$ cat config.mk
export PLATFORM = sky130hd
export DESIGN_NAME = imem_stream_loader
export DESIGN_NICKNAME = d
export VERILOG_FILES = /design/src/rtl/imem_stream_loader.sv
export SDC_FILE = /design/constraint.sdc
export NUM_CORES = 1
export LEC_CHECK = 0
export CORE_MARGIN = 2
export CORE_UTILIZATION = 50
export DETAILED_ROUTE_END_ITERATION = 7
export PLACE_DENSITY = 0.76
export SYNTH_ARGS = -nofsm -noshare
export SYNTH_HDL_FRONTEND = slang
export SYNTH_SLANG_ARGS = --single-unit
export TNS_END_PERCENT = 30
$ cat constraint.sdc
create_clock -name clk_i -period 2.3 [get_ports clk_i]
set_input_delay 0.345 -clock clk_i [delete_from_list [all_inputs] [get_ports clk_i]]
set_output_delay 0.345 -clock clk_i [all_outputs]
set_load 0.1 [all_outputs]
$ cat src/rtl/imem_stream_loader.sv
// Instruction-memory loader: takes a byte stream (16-bit word count, then big-endian 32-bit
// words) and writes each word to consecutive instruction-memory addresses, holding the CPU.
module imem_stream_loader #(
  parameter int unsigned ADDR_W = 8
) (
  input  logic        clk_i,
  input  logic        reset_i,
  input  logic        start_i,
  input  logic        in_valid_i,
  input  logic [7:0]  in_byte_i,
  output logic        in_ready_o,
  output logic        im_we_o,
  output logic [31:0] im_addr_o,
  output logic [31:0] im_wd_o,
  output logic        cpu_hold_o,
  output logic        busy_o,
  output logic        done_o,
  output logic        overflow_o,
  output logic [15:0] words_wr_o
);

  localparam int unsigned Depth = 1 << ADDR_W;

  typedef enum logic [2:0] {
    StIdle, StLenHi, StLenLo, StData, StWrite, StFin
  } state_e;

  state_e              state_q;
  logic [15:0]         len_q;
  logic [15:0]         words_wr_q;
  logic [1:0]          byte_idx_q;
  logic [23:0]         word_q;
  logic [31:0]         im_wd_q;
  logic [ADDR_W-1:0]   im_addr_q;
  logic                overflow_q;
  logic                xfer;
  logic                full;

  assign xfer = in_valid_i & in_ready_o;
  // Memory is full once the next address would fall past the last word.
  assign full = 32'(words_wr_q) >= Depth;

  always_ff @(posedge clk_i) begin
    if (reset_i) begin
      state_q    <= StIdle;
      len_q      <= '0;
      words_wr_q <= '0;
      byte_idx_q <= '0;
      word_q     <= '0;
      im_wd_q    <= '0;
      im_addr_q  <= '0;
      overflow_q <= 1'b0;
    end else begin
      case (state_q)
        StIdle: begin
          if (start_i) begin
            state_q    <= StLenHi;
            words_wr_q <= '0;
            overflow_q <= 1'b0;
            byte_idx_q <= '0;
          end
        end
        StLenHi: begin
          if (xfer) begin
            len_q[15:8] <= in_byte_i;
            state_q     <= StLenLo;
          end
        end
        StLenLo: begin
          if (xfer) begin
            len_q[7:0] <= in_byte_i;
            state_q    <= ({len_q[15:8], in_byte_i} == 16'd0) ? StFin : StData;
          end
        end
        StData: begin
          if (xfer) begin
            // Bytes arrive MSB first, so shifting left lands byte 0 in [31:24].
            word_q     <= {word_q[15:0], in_byte_i};
            byte_idx_q <= byte_idx_q + 2'd1;
            if (byte_idx_q == 2'd3) begin
              state_q <= StWrite;
              if (!full) begin
                im_wd_q   <= {word_q, in_byte_i};
                im_addr_q <= words_wr_q[ADDR_W-1:0];
              end
            end
          end
        end
        StWrite: begin
          if (full) overflow_q <= 1'b1;
          words_wr_q <= words_wr_q + 16'd1;
          state_q    <= (words_wr_q + 16'd1 == len_q) ? StFin : StData;
        end
        StFin: begin
          state_q <= StIdle;
        end
        default: begin
          state_q <= StIdle;
        end
      endcase
    end
  end

  assign in_ready_o = (state_q == StLenHi) || (state_q == StLenLo) || (state_q == StData);
  assign im_we_o    = (state_q == StWrite) && !full;
  assign im_addr_o  = {{(32 - ADDR_W){1'b0}}, im_addr_q};
  assign im_wd_o    = im_wd_q;
  assign cpu_hold_o = (state_q != StIdle);
  assign busy_o     = (state_q != StIdle);
  assign done_o     = (state_q == StFin);
  assign overflow_o = overflow_q;
  assign words_wr_o = words_wr_q;

endmodule
==> results.yml <==
synth:
  synthSimpleGateAreaFrac: 0.250
  yosysWarnings: 0
  syn_inst: 599
  synth-compound-area-share: 0.157
  ys_seq_area_frac: 0.435
  ys_top_cells_by_count: "nand2_1 (163), dfxtp_1 (102), a21oi_1 (94)"
  synth_seq_cells: 102
  syn_area_sq_um: 4690
  synth_fa_ha_area_frac: 0.00800
  synth.area.mux_share: 0.0171
  synth_area_leaders: "dfxtp_1 (44%), nand2_1 (13%), a21oi_1 (10%), buf_4 (4.3%), nor2_1 (2.7%)"
  synth_top_cell_by_area: "dfxtp_1"
  yosysMostFrequentCell: "nand2_1"
  synth_top_family_by_area: "simple AND/OR/NAND/NOR gates"
  postSynthAreaPerCell_sq_um: 7.83
  synth_top_cell_area_share: 0.435
  synth.distinct_cells: 59
  synth_top_flop_cell: "dfxtp_1"
  synth_edf_count: 0
  async_reset_ff_frac: 0
  synthXorXnorAreaFrac: 0.0422
detailed_routing:
  finalWirelength_um: 11700
  wl_per_cell_um: 15.1
  viasPerCell: 5.46
  postRouteAntennaNets: 0
  first_pass_iters: 5
  route.detailed.drc: 0
  dr.first_iter.drc_count: 301
  vias: 4230
grt:
  grt_start_max_net_pins: 53
  antenna_found_initial: 0
  grt_overflow: 0
  grt_pass1_wl_um: 18800
  grt_use_total: 0.236
  grt_pass1_vias: 3718
sta:
  tightest_slew_ps: 538
  slew_headroom: 0.642
  skew_ps: 12.1
  finalHoldViolations: 0
  setup_ws_ps: 119
  final_max_slew_viol_count: 0
  fin_tns_setup_ps: 0
  fin_crit_sh: 0.948
  period_minus_slack_ps: 2180
  grt_setup_unrepaired: "false"
  setup_violations: 0
  max_clock_freq_mhz: 459
setup_path:
  critical_path_class: "flop to flop"
  cp.required_ps: 2630
  cpMaxStageDelayCell: "or4b_1"
  worstPathArrival_ps: 2510
  end_kind: "flop"
  r2r_start: "words_wr_o[12]$_SDFFE_PP0P_"
  path_cells: "nand4_4, or4b_1, a2111oi_2, o22ai_1, nor4_2, a31o_1"
  critPathMaxFanout: 8
  cp-start-kind: "flop"
  crit_start: "words_wr_o[12]$_SDFFE_PP0P_"
  critPathMaxStageDelay_ps: 570
place:
  dp.cells: 759
  place_hpwl_um: 8240
  placedInstanceArea_sq_um: 5310
  place.gp.congestion: 0.936
  pre_cts_ws_ps: 79.7
  numPortBuffers: 73
worst_hold_path:
  hold_path_class: "input pin to flop"
  hp-start: "reset_i"
clocking:
  h-tree-depth: 3
  cts_setup_buffers: 0
  postCtsHoldBufs: 0
  clock_latency_ps: 380
  clkTransAtPathRegs_ps: 110
  cts_tree: "yes"
  root_buffer: "clkbuf_8"
  cts-resized-gates: 0
  cts_sinks: 102
  cts_made_buffers: 9
  clockBufferDepth: 2
layout:
  fillers: 847
  drive_gt1_frac: 0.196
  post-route-cell-area_sq_um: 5550
  stdcell_count: 775
  multi_input_area_sq_um: 2340
  syn2layout_area_growth_pct: 18.4
  final_core_util: 0.606
  nets: 674
  num_antenna_cells: 0
  seq_area_sq_um: 2080
power_and_ir_drop:
  p_per_area_nw_per_um2: 651
  vdd_drop_max_v: 0.000407
  power.leakage_nw: 2.07
floorplanning:
  initial_core_util: 0.512
  die_area_sq_um: 10200
  fp.dieH_um: 101
  io_pins: 98
  core_area_sq_um: 9150
  fp.dieW_um: 101
  row_count: 35
flow_run:
  drv_cap: 0
outcome:
  status: "completed"
## report_power, final
| group | leakage (nW) | internal [mW] | switching (mW) | total [mW] |
|---|---|---|---|---|
| logic | 1.13 | 0.124 | 0.425 | 0.549 |
| clock network | 0.114 | 0.545 | 0.710 | 1.25 |
| registers | 0.833 | 1.78 | 0.0313 | 1.81 |
| total | 2.07 | 2.45 | 1.17 | 3.61 |
## placed cells by master, fill, tap and decap left out, types with 3 or more instances in the layout
cell type and instances:
o22ai_1 3, inv_1 3, conb_1 24, nor3_1 5, o21ai_0 16, clkdlybuf4s50_1 10
nand2_1 163, nor2_1 32, buf_4 81, nand2b_1 3, a21oi_1 94, xor2_1 7
inv_8 4, or3_1 3, clkbuf_8 9, nor2b_1 4, dfxtp_4 8, xnor2_1 13
nand4_1 4, nand3_1 11, dfxtp_2 8, mux2i_1 8, dfxtp_1 86, and3_1 3
nor4_1 10
## final cells by class
cell class / count / area share
flip-flops and latches: 102 / 0.375
clock buffers: 9 / 0.0223
repair buffers: 94 / 0.136
inverters: 3 / 0.00203
clock inverters: 7 / 0.0180
multi-input cells: 449 / 0.422
well taps: 111 / 0.0250
## layer usage
metal | GRT usage | part of all wire | up-vias
li1 | - | - | 2098
met1 | 0.337 | 0.47 | 1971
met2 | 0.357 | 0.46 | 151
met3 | 0.0416 | 0.057 | 10
met4 | 0.0843 | 0.013 | 0
met5 | 0 | 0 | -
## final timing paths
check / end / depth (start not counted) / slack [ps]
worst max register to register: state_q[2]$_SDFFE_PP0P_ / 6 / 120
worst max-delay path: state_q[2]$_SDFFE_PP0P_ / 6 / 120
worst min register to register: im_wd_o[27]$_SDFFE_PP0P_ / 2 / 460
worst min-delay path: im_wd_o[31]$_SDFFE_PP0P_ / 2 / 210
## cells by family after synthesis
logic type	count (synthesis)
and+or+nand+nor	260
adders and majority gates	3
AOI/OAI and AO/OA	133
xor gates and xnor gates	21
buffers and inverters	71
muxes	8
other	1
DFF	102
## sequential cells by signal (all words and copies together), names as in the netlist
signal      flops
byte_idx_q      2
im_addr_q       8
im_wd_o        32
len_q          16
overflow_o      1
state_q         3
word_q         24
words_wr_o     16
## critical path: cells and delay by family, from the launching register on
kind            cells  cell delay (ps)
flops               1              420
compound gates      3              700
simple gates        3             1010
## through the flow
stage | power [mW] | hold WS (ps)
after floorplan | 2.30 | 432
after global placement | 2.39 | 441
after detailed placement | 2.39 | 449
after CTS | 3.63 | 203
after global routing | 3.74 | 206
final | 3.61 | 215
Power figures use the tool's default switching activity.
